**src/rtl/nx_stream_combiner_pkg.sv**
```systemverilog
// Shared node-fabric types: message payload, routing direction and arbitration schemes.
package nx_stream_combiner_pkg;

  typedef enum logic [1:0] {
    NORTH = 2'd0,
    EAST  = 2'd1,
    SOUTH = 2'd2,
    WEST  = 2'd3
  } direction_t;

  typedef struct packed {
    logic [3:0] src_node;
    logic [3:0] opcode;
    logic [7:0] payload;
  } node_message_t;

  typedef enum logic [1:0] {
    ARB_ROUND_ROBIN = 2'd0,
    ARB_PREFER_A    = 2'd1,
    ARB_PREFER_B    = 2'd2,
    ARB_INVALID     = 2'd3
  } arb_scheme_e;

endpackage

```
**src/rtl/nx_stream_combiner.sv**
```systemverilog
// Two-into-one message stream combiner with a single registered output slot and
// selectable fixed-priority or round-robin arbitration.
module nx_stream_combiner
  import nx_stream_combiner_pkg::*;
#(
  parameter string ARB_SCHEME = "round_robin"
) (
  input  logic          clk_i,
  input  logic          rst_i,
  input  node_message_t stream_a_data_i,
  input  direction_t    stream_a_dir_i,
  input  logic          stream_a_valid_i,
  output logic          stream_a_ready_o,
  input  node_message_t stream_b_data_i,
  input  direction_t    stream_b_dir_i,
  input  logic          stream_b_valid_i,
  output logic          stream_b_ready_o,
  output node_message_t comb_data_o,
  output direction_t    comb_dir_o,
  output logic          comb_valid_o,
  input  logic          comb_ready_i
);

  localparam arb_scheme_e SCHEME =
    (ARB_SCHEME == "round_robin") ? ARB_ROUND_ROBIN :
    (ARB_SCHEME == "prefer_a")    ? ARB_PREFER_A    :
    (ARB_SCHEME == "prefer_b")    ? ARB_PREFER_B    : ARB_INVALID;

  if (SCHEME == ARB_INVALID) begin : g_bad_scheme
    $fatal(1, "nx_stream_combiner: unsupported ARB_SCHEME");
  end

  node_message_t comb_data_q, comb_data_d;
  direction_t    comb_dir_q,  comb_dir_d;
  logic          comb_valid_q, comb_valid_d;
  logic          last_b_q, last_b_d;

  logic space_c;
  logic grant_a_c, grant_b_c;
  logic accept_a_c, accept_b_c;

  // Grants depend only on the valids and registered state, never on the readys.
  always_comb begin
    grant_a_c = 1'b0;
    grant_b_c = 1'b0;
    unique case ({stream_a_valid_i, stream_b_valid_i})
      2'b10: grant_a_c = 1'b1;
      2'b01: grant_b_c = 1'b1;
      2'b11: begin
        case (SCHEME)
          ARB_PREFER_A: grant_a_c = 1'b1;
          ARB_PREFER_B: grant_b_c = 1'b1;
          default: begin
            if (last_b_q) grant_a_c = 1'b1;
            else          grant_b_c = 1'b1;
          end
        endcase
      end
      default: ;
    endcase
  end

  assign space_c          = !comb_valid_q | comb_ready_i;
  assign stream_a_ready_o = space_c & grant_a_c;
  assign stream_b_ready_o = space_c & grant_b_c;
  assign accept_a_c       = stream_a_valid_i & stream_a_ready_o;
  assign accept_b_c       = stream_b_valid_i & stream_b_ready_o;

  // Output slot load; data/dir hold when the slot empties without a new accept.
  always_comb begin
    comb_data_d  = comb_data_q;
    comb_dir_d   = comb_dir_q;
    comb_valid_d = comb_valid_q;
    last_b_d     = last_b_q;
    if (space_c) begin
      comb_valid_d = accept_a_c | accept_b_c;
      if (accept_a_c) begin
        comb_data_d = stream_a_data_i;
        comb_dir_d  = stream_a_dir_i;
        last_b_d    = 1'b0;
      end else if (accept_b_c) begin
        comb_data_d = stream_b_data_i;
        comb_dir_d  = stream_b_dir_i;
        last_b_d    = 1'b1;
      end
    end
  end

  always_ff @(posedge clk_i) begin
    if (rst_i) begin
      comb_data_q  <= node_message_t'('0);
      comb_dir_q   <= direction_t'('0);
      comb_valid_q <= 1'b0;
      last_b_q     <= 1'b1;
    end else begin
      comb_data_q  <= comb_data_d;
      comb_dir_q   <= comb_dir_d;
      comb_valid_q <= comb_valid_d;
      last_b_q     <= last_b_d;
    end
  end

  assign comb_data_o  = comb_data_q;
  assign comb_dir_o   = comb_dir_q;
  assign comb_valid_o = comb_valid_q;

endmodule

```
**config.mk**
```make
export PLATFORM = sky130hd
export DESIGN_NAME = nx_stream_combiner
export DESIGN_NICKNAME = d
export VERILOG_FILES = /design/src/rtl/nx_stream_combiner_pkg.sv /design/src/rtl/nx_stream_combiner.sv
export SDC_FILE = /design/constraint.sdc
export NUM_CORES = 1
export LEC_CHECK = 0
export ABC_AREA = 1
export BUFFER_PORTS_ARGS = -buffer_cell sky130_fd_sc_hd__buf_2
export CAP_MARGIN = 0
export CORE_AREA = 2 2 56 58
export CTS_BUF_LIST = sky130_fd_sc_hd__clkbuf_2 sky130_fd_sc_hd__clkbuf_4 sky130_fd_sc_hd__clkbuf_8
export DETAILED_ROUTE_END_ITERATION = 10
export DIE_AREA = 0 0 58 60
export PLACE_DENSITY = 0.76
export SETUP_SLACK_MARGIN = 0.05
export SKIP_LAST_GASP = 1
export SYNTH_ARGS = -nofsm -noshare
export SYNTH_HDL_FRONTEND = slang
export SYNTH_SLANG_ARGS = --single-unit
export TNS_END_PERCENT = 10
```
**constraint.sdc**
```tcl
create_clock -name clk_i -period 1.26 [get_ports clk_i]
set_clock_uncertainty 0.15 [all_clocks]
set_input_delay 0.252 -clock clk_i [delete_from_list [all_inputs] [get_ports clk_i]]
set_output_delay 0.252 -clock clk_i [all_outputs]
set_load 0.01 [all_outputs]
```
==> impl_metrics.yaml <==
placement:
  dpl_cell_area_sq_mm: 0.00158
  placed_cells: 287
  io_buffer_count: 61
  gp_congestion: 0.734
  dp_hpwl_um: 1940
yosys:
  syn_area_sq_mm: 0.00116
  synth_seq_area_share_pct: 34.4
  ys_ff_latch: 20
  synth_fp_nets: 233
  syn-instance-count: 192
  syn-mean-instance-area_sq_um: 6.07
  yosysUniqueCellTypes: 12
  ys_warn_count: 0
global_routing:
  grt_pass1_wl_um: 4040
  antenna_found_initial: 0
  overflow: 0
  grt_max_degree: 25
  grt_pass1_vias: 1039
  grtUsageTotal_pct: 14.6
critical_path:
  worstReg2RegEnd: "comb_data_o[7]$_SDFFE_PP0P_"
  worstRegToRegCells: 9
  r2r_start: "last_b_q$_SDFFE_PP1P_"
  critPathCaptureType: "primary output"
  start_kind: "register"
  critical_path_class: "reg2out"
  reg2reg_slack_ns: -0.15
  cp.required_ns: 0.86
  critPathMaxFanout: 2
  crit_arrival_ns: 1.04
min_path:
  holdPathStages: 5
  holdCritStartpoint: "stream_b_data_i[9]"
  worstHoldEndpoint: "comb_data_o[9]$_SDFFE_PP0P_"
  hold_class: "in2reg"
layout:
  seq_area_sq_um: 403
  final_common_cell: "buf_2"
  diodes: 0
  drive_above_1_share_pct: 34.2
  utilization_pct: 57.7
  finish.instance_area_sq_mm: 0.00167
  multiInputGateArea_sq_um: 621
  layout_common_cells: "59 x buf_2, 57 x nand2_1, 54 x nor2_1, 22 x inv_1"
  n_fill_cell: 311
  synthToLayoutAreaGrowth_pct: 43.7
  final_nets: 303
  finalNonFillerCells: 293
floorplan:
  pin_count: 62
  core_area_sq_mm: 0.00290
  dieHeight_um: 60
  start_util_pct: 40.1
  die_w_um: 58
  std_cell_rows: 20
  die_area_sq_mm: 0.00348
routing:
  viasPerCell: 4.33
  drt_iter0_drc: 30
  first_pass_iters: 4
  vias: 1269
  ant_nets: 0
  routedWlPerCell_um: 8.83
  finalWirelength_um: 2590
  drc: 0
timing:
  timing.hold.ws_ns: 0.113
  rsz0062_at_grt: "true"
  drv_slew: 0
  worst_slack_ns: -0.187
  max_freq_mhz: 691
  finalSetupViolations: 21
  timing_worst_slew_pin_value_ns: 0.131
  hold_viol: 0
  min_period_over_period_pct: 115
  max-slew-margin-rel_pct: 91.2
  fin_setup_tns_ns: -2.62
  finalCriticalPeriod_ns: 1.45
cts:
  cts_sinks: 20
  clkTransAtPathRegs_ns: 0.10
  tritoncts: "yes"
  htreeDepth: 1
  root_buffer: "clkbuf_4"
  hold_buffers: 0
  cts_made_buffers: 3
  clkLatencyLatePin_ns: 0.28
  cts_buffer_depth: 2
power_and_ir_drop:
  clkPwrFrac_pct: 16.0
  power.density_mw_per_mm2: 1050
  pwr-share-comb_pct: 41.0
  p_int_uw: 1190
  p_sw_share_pct: 32.2
  p_leak_uw: 0.00102
  switching_power_uw: 564
  seq_power_share_pct: 43.0
  ir_worst_vdd_v: 0.000710
status:
  violations: "setup timing"
  status: "finished, violations left"
run:
  maxCapViolations: 0
cell usage after synthesis:
master    count  area (sq um)
nand3b_1     18           135
buf_4         1          7.51
o21ai_0       1          5.00
nor2_1       54           203
nand3_1       2          10.0
inv_1        24          90.1
nand2_2       3          18.8
buf_1         1          3.75
dfxtp_1      20           400
nand2_1      59           221
buf_6         4          45.0
buf_2         5          25.0
registers in the layout, indices dropped and copies added, names as in the netlist:
register,flops
comb_data_o,16
comb_dir_o,2
last_b_q,1
comb_valid_o,1
metrics by stage:
stage                     setup slack, ns  total power, uW
after global placement            -0.0861             1440
after detailed placement           -0.116             1450
after floorplan                    0.0443             1190
after CTS                          -0.207             1770
after global routing               -0.268             1890
final                              -0.187             1750
power by group through the flow:
stage	clock network, uW	logic [uW]	registers (uW)
4_1_cts	295	727	753
6_report	280	718	753
5_1_grt	326	801	760
3_3_place_gp	0	674	763
3_5_place_dp	0	683	765
2_1_floorplan	0	387	803
what timing repair did:
action,in CTS,in global routing
pin swaps,4,3
setup endpoints to repair,21,24
buffers inserted,3,0
resized for setup,11,0
logic make-up (layout without fill, tap and decap cells):
logic type      after synthesis  after routing  share of synthesized area (%)
simple gates                136            136                           50.5
flops                        20             20                           34.4
compound gates                1              1                          0.429
buf+inv                      35            103                           14.7
layout make-up:
cell class | instances | share of cell area [%]
Clock buffer | 3 | 1.35
Sequential cell | 20 | 24.1
Multi-Input combinational cell | 137 | 37.1
Tap cell | 33 | 2.47
Timing Repair Buffer | 76 | 29.7
Inverter | 24 | 5.38
worst max-delay path: stages, from the launching register on:
cell	delay (ns)
dfxtp_2	0.35
nand2_2	0.05
nand2_2	0.08
nand2_4	0.05
buf_6	0.11
inv_2	0.04
buf_6	0.09
metal layers:
metal | GRT usage [%] | vias to the layer above | share of wire [%]
met3 | 2.38 | 2 | 4.7
met4 | 3.99 | 0 | 0.97
met1 | 18.0 | 534 | 44
li1 | - | 702 | -
met5 | 0 | - | 0
met2 | 26.1 | 31 | 50
worst max path at each step:
stage               slack [ns]                   from                      endpoint  cells past startpoint
floorplan                 0.04  last_b_q$_SDFFE_PP1P_              stream_a_ready_o                      6
global placement         -0.09       stream_b_valid_i   comb_data_o[2]$_SDFFE_PP0P_                     10
detailed placement       -0.12       stream_b_valid_i  comb_data_o[14]$_SDFFE_PP0P_                     10
CTS                      -0.21  last_b_q$_SDFFE_PP1P_              stream_a_ready_o                      6
global route             -0.27  last_b_q$_SDFFE_PP1P_              stream_a_ready_o                      6
finish                   -0.19  last_b_q$_SDFFE_PP1P_              stream_a_ready_o                      6
No activity file was read; power rests on OpenSTA's default activity.
